[src/rtl/spi_req_arbiter.sv]
// Round-robin arbiter that shares one spi_master among NREQ command sources, one transfer per grant.
// Optional build macro SPI_ARB_PRIO0_EN gives requester 0 absolute priority over the round robin.
module spi_req_arbiter #(
    parameter int NREQ   = 4,
    parameter int DWIDTH = 32,
    parameter int AWIDTH = 8
) (
    input  logic                          clk,
    input  logic                          rst,
    input  logic [NREQ-1:0]               req_valid,
    output logic [NREQ-1:0]               req_ready,
    input  logic [NREQ*2-1:0]             req_ss,
    input  logic [NREQ*DWIDTH-1:0]        req_data,
    input  logic [NREQ*AWIDTH-1:0]        req_addr,
    input  logic [NREQ*2-1:0]             req_size,
    input  logic [NREQ-1:0]               req_write,
    input  logic [NREQ*2-1:0]             req_mode,
    output logic [NREQ-1:0]               req_done,
    output logic [NREQ-1:0]               req_err,
    output logic                          master_en,
    output logic [DWIDTH+AWIDTH+4:0]      driver_data,
    output logic [1:0]                    driver_cfg,
    input  logic                          driver_read,
    input  logic [3:0]                    ss_n,
    output logic                          busy,
    output logic [$clog2(NREQ)-1:0]       grant_id,
    output logic [1:0]                    fsm_state
);
    localparam int PW = $clog2(NREQ);

    localparam logic [1:0] S_IDLE  = 2'd0;
    localparam logic [1:0] S_ISSUE = 2'd1;
    localparam logic [1:0] S_BUSY  = 2'd2;
    localparam logic [1:0] S_DONE  = 2'd3;

    // Handshake: a requester holds req_valid and payload until its req_ready pulse;
    // req_ready is asserted combinationally in IDLE for the winner only, and the
    // payload is captured on that same clock edge.
    logic [1:0]        state;
    logic [PW-1:0]     rr_ptr;
    logic [PW-1:0]     win;
    logic [PW-1:0]     next_ptr;
    logic              win_found;
    logic              accept;
    logic [NREQ-1:0]   win_oh;
    logic [1:0]        w_ss;
    logic [DWIDTH-1:0] w_data;
    logic [AWIDTH-1:0] w_addr;
    logic [1:0]        w_size;
    logic              w_write;
    logic [1:0]        w_mode;

    // Lowest valid index overall is the wrap candidate; lowest valid at/after rr_ptr overrides it.
    always_comb begin
        win       = '0;
        win_found = 1'b0;
        for (int i = NREQ - 1; i >= 0; i--) begin
            if (req_valid[i]) begin
                win       = PW'(i);
                win_found = 1'b1;
            end
        end
        for (int i = NREQ - 1; i >= 0; i--) begin
            if (req_valid[i] && (PW'(i) >= rr_ptr)) begin
                win = PW'(i);
            end
        end
`ifdef SPI_ARB_PRIO0_EN
        if (req_valid[0]) begin
            win = '0;
        end
`endif
    end

    always_comb begin
        w_ss    = '0;
        w_data  = '0;
        w_addr  = '0;
        w_size  = '0;
        w_write = 1'b0;
        w_mode  = '0;
        for (int i = 0; i < NREQ; i++) begin
            if (win == PW'(i)) begin
                w_ss    = req_ss[2*i +: 2];
                w_data  = req_data[DWIDTH*i +: DWIDTH];
                w_addr  = req_addr[AWIDTH*i +: AWIDTH];
                w_size  = req_size[2*i +: 2];
                w_write = req_write[i];
                w_mode  = req_mode[2*i +: 2];
            end
        end
    end

    assign next_ptr  = (win == PW'(NREQ - 1)) ? '0 : win + PW'(1);
    assign accept    = (state == S_IDLE) && win_found && !rst;
    assign win_oh    = {{(NREQ-1){1'b0}}, 1'b1} << win;
    assign req_ready = accept ? win_oh : '0;
    assign req_done  = (state == S_DONE) ? ({{(NREQ-1){1'b0}}, 1'b1} << grant_id) : '0;
    assign busy      = (state != S_IDLE);
    assign fsm_state = state;

    // Low as soon as the master is back in LOAD, so it parks instead of re-reading driver_data.
    always_comb begin
        master_en = 1'b0;
        if (state == S_ISSUE) begin
            master_en = 1'b1;
        end else if (state == S_BUSY) begin
            master_en = (ss_n != 4'hF);
        end
    end

    always_ff @(posedge clk or posedge rst) begin
        if (rst) begin
            state       <= S_IDLE;
            rr_ptr      <= '0;
            grant_id    <= '0;
            driver_data <= '0;
            driver_cfg  <= '0;
            req_err     <= '0;
        end else begin
            req_err <= '0;
            case (state)
                S_IDLE: begin
                    if (accept) begin
                        grant_id <= win;
`ifdef SPI_ARB_PRIO0_EN
                        if (!req_valid[0]) begin
                            rr_ptr <= next_ptr;
                        end
`else
                        rr_ptr <= next_ptr;
`endif
                        if (w_size == 2'd3) begin
                            req_err <= win_oh;
                        end else begin
                            driver_data <= {w_ss, w_data, w_addr, w_size, w_write};
                            driver_cfg  <= w_mode;
                            state       <= S_ISSUE;
                        end
                    end
                end
                S_ISSUE: begin
                    if (driver_read) begin
                        state <= S_BUSY;
                    end
                end
                S_BUSY: begin
                    if (ss_n == 4'hF) begin
                        state <= S_DONE;
                    end
                end
                default: begin
                    state <= S_IDLE;
                end
            endcase
        end
    end
endmodule

[config.mk]
export PLATFORM = sky130hd
export DESIGN_NAME = spi_req_arbiter
export DESIGN_NICKNAME = d
export VERILOG_FILES = /design/src/rtl/spi_req_arbiter.sv
export SDC_FILE = /design/constraint.sdc
export NUM_CORES = 1
export LEC_CHECK = 0
export CORE_MARGIN = 4
export CORE_UTILIZATION = 37
export CTS_BUF_LIST = sky130_fd_sc_hd__clkbuf_8
export DETAILED_ROUTE_END_ITERATION = 16
export HOLD_SLACK_MARGIN = 0.05
export MAX_ROUTING_LAYER = met4
export PLACE_DENSITY = 0.83
export SETUP_SLACK_MARGIN = 0.1
export SLEW_MARGIN = 20
export SYNTH_ARGS = -nofsm -noshare
export SYNTH_HDL_FRONTEND = slang
export SYNTH_SLANG_ARGS = --single-unit
export TNS_END_PERCENT = 1
[constraint.sdc]
create_clock -name clk -period 4.65 [get_ports clk]
set_input_delay 0.93 -clock clk [delete_from_list [all_inputs] [get_ports clk]]
set_output_delay 0.93 -clock clk [all_outputs]
set_load 0.1 [all_outputs]
==> results.tsv <==
stage	metric	value	unit
outcome	status	complete, no violations	
synthesis	largest family of logic cells by synthesized area	compound AO/OA/AOI/OAI gates	
sta	Slew headroom	29.70	%
floorplanning	FP Rows	37	
placed_design	port buffer count	263	
cells_and_area	commonest non-fill, non-tap cell in the layout	clkdlybuf4s50_1	
cts	CTS buffer count	9	
sta	final slew viol count	0	
synthesis	Post-Synth XOR/XNOR Area	0	%
critical_path	Startpoint Class	input port	
critical_path	type of destination of the critical path	output port	
sta	final setup TNS	0	ns
detailed_routing	routed via count	4159	
cts	maximum level of the CTS H-tree	3	
critical_path	worst r2r dst	driver_data[35]	
floorplanning	core area	0.01037	mm²
sta	Setup Skew	0.01063	ns
sta	unrepaired setup endpoints after global routing	false	
critical_path	crit path max fanout	48	
critical_path	worst reg2reg startpoint	rr_ptr[1]	
detailed_routing	DRT iter0 DRCs	197	
cells_and_area	# fillers	825	
cells_and_area	diode count	0	
sta	f_max	228.2	MHz
detailed_routing	DRC	0	
cells_and_area	Post-Layout Inst Area	0.006943	mm²
synthesis	YS warnings	0	
critical_path	worst setup path startpoint	req_valid[3]	
floorplanning	chip width	111.4	µm
global_route	largest net degree at the start of global routing	60	
synthesis	share of the synthesized area in the top cell type	36.03	%
cells_and_area	most frequent cells in the layout	258 x clkdlybuf4s50_1, 57 x dfrtp_1, 49 x nand2_1	
floorplanning	die footprint	0.01242	mm²
sta	Worst Tran Pin Value	1.051	ns
cells_and_area	P&R area growth vs syn	75.38	%
placed_design	placed cell areas	0.006723	mm²
global_route	global-route wire length before repair	22.14	mm
synthesis	number of distinct library cells after synthesis	38	
cts	clk root buf	clkbuf_8	
sta	final worst path period share	94.22	%
cts	clk sink count	57	
critical_path	crit path to	req_ready[2]	
placed_design	routability cong.	0.9122	
synthesis	Synth Area in Simple Gates	16.97	%
synthesis	Synth area leader	dfrtp_1	
synthesis	mapped cell area	0.003959	mm²
cts	Post-CTS Setup Bufs	0	
sta	clock period minus worst slack	4.381	ns
synthesis	Synth Area in Adders	2.528	%
synthesis	Seq/Total Area, Yosys	36.03	%
critical_path	WP data arrival	3.45	ns
critical_path	CP Class	in2out	
floorplanning	Top-Level Pins	264	
cells_and_area	layout cells sized above 1	12.96	%
global_route	gr ovfl total	0	
cts	worst skew pair latency	0.33	ns
global_route	vias in the first global route	4350	
detailed_routing	first-pass detailed-route iteration total	4	
floorplanning	Die Height	111.4	µm
pwr	Tot Pwr	5.218	mW
pwr	LEAKAGE	2.744	nW
cts	Hold Buf Count CTS	0	
sta	hold_ws	0.5056	ns
cts	CTS Buffer Depth	2	
detailed_routing	post-route ant nets	0	
sta	Final Setup Violations	0	
synthesis	Net Count, Synth	606	
synthesis	Avg Synthesized Cell Area	9.922	µm²
critical_path	reg2reg setup slack	1.28	ns
pwr	Worst VDD drop	0.3796	mV
synthesis	synthesized netlist cell count	399	
placed_design	post-DP HPWL	10.79	mm
pwr	PwrDens	751.6	mW/mm²
cts	CTS tree	built	
detailed_routing	WL/cell	17.73	µm
cts	Reg clk slew, reported paths	0.07	ns
critical_path	WP data required	3.72	ns
sta	endpoints failing hold	0	
cells_and_area	nets	850	
cts	Gates resized, CTS repair	0	
global_route	initial antenna violation count	0	
min_path	Hold WC Path Type	reg2reg	
detailed_routing	drt total wl	13.90	mm
global_route	GRT Total Usage	22.52	%
job	Max-cap violations	0	
synthesis	synth top area cells	dfrtp_1 36%, mux2_4 11%, a221oi_1 9.7%	
detailed_routing	drt via density	5.305	
synthesis	complex-gate fraction of the synthesized area	22.91	%
floorplanning	Initial Util	38.18	%
synthesis	mux cell area share after synthesis	16.02	%
critical_path	Reg2Reg Depth	9	
synthesis	post-synthesis register bit count	57	
cells by family after synthesis:
family / Yosys count
adder cells (fa/ha/maj): 8
multiplexers: 47
flip-flops: 57
AO/OA/AOI/OAI: 114
AND/OR/NAND/NOR: 125
buffers and inverters: 48
worst min-delay path by stage:
| stage | slack, ns | end | startpoint | cells after the start |
|---|---|---|---|---|
| 5_1_grt | 0.52 | driver_data[36] | driver_data[36] | 1 |
| 4_1_cts | 0.51 | driver_data[37] | driver_data[37] | 1 |
| 3_3_place_gp | 0.49 | driver_data[32] | driver_data[32] | 1 |
| 3_5_place_dp | 0.49 | driver_data[20] | driver_data[20] | 1 |
| 2_1_floorplan | 0.51 | rr_ptr[1] | rr_ptr[1] | 2 |
| 6_report | 0.51 | driver_data[39] | driver_data[39] | 1 |
metrics by stage:
step | util [%] | instances | setup WS [ns]
global placement | 64.83 | 768 | 0.4062
finish | 66.95 | 784 | 0.2686
global route | 66.95 | 784 | 0.1094
CTS | 66.95 | 784 | 0.2412
detailed placement | 64.83 | 768 | 0.2085
floorplan | - | 399 | 0.2114
state kept, by name (all words and copies together), names as in the netlist:
register,flops
req_err,4
rr_ptr,2
grant_id,2
driver_cfg,2
fsm_state,2
driver_data,45
cell type report:
class | instances | area [µm²] | share of cell area [%]
clock buffer | 10 | 137.6 | 1.982
clock inverter | 6 | 82.58 | 1.189
inverter | 9 | 37.54 | 0.5406
multi-input combinational | 294 | 2338 | 33.68
sequential | 57 | 1426 | 20.54
tap | 136 | 170.2 | 2.451
timing repair buffer | 272 | 2750 | 39.61
critical path, cell delays in order:
cell and delay (ns):
clkdlybuf4s50_1 0.55, o21ai_0 0.11, a211oi_1 0.63, ha_2 0.39, buf_4 0.40, and2_1 0.25
buf_12 0.18
routing by layer:
layer / part of all wire [%] / GRT usage (%) / vias to the layer above
met1: 40 / 25.70 / 1963
met5: 0 / - / -
met2: 50 / 38.56 / 190
li1: - / - / 1981
met4: 2.4 / 7.299 / 0
met3: 7.3 / 5.924 / 25
Yosys cell counts, drive strengths merged:
library cell	number
o32a	1
inv	9
o21a	1
nand2b	2
buf	7
a211oi	4
nor3	1
a211o	3
nor2b	48
nand4b	1
nand3	3
clkbuf	32
a21o	1
a221oi	44
and3b	1
nand3b	2
dfrtp	57
or4	1
mux2	47
a21oi	8
a2bb2oi	1
o21ai	2
o31ai	44
nor2	2
and3	2
o31a	1
nand2	49
ha	8
nand4	1
o2111ai	1
o41ai	1
nor3b	4
a22o	2
and2	8
where the power goes:
part	internal, mW	switching [mW]	leakage (nW)
sequential	0.720	0.146	0.713
combinational	1.27	2.57	1.91
clock	0.313	0.199	0.117
No activity file was read; power rests on OpenSTA's default activity.
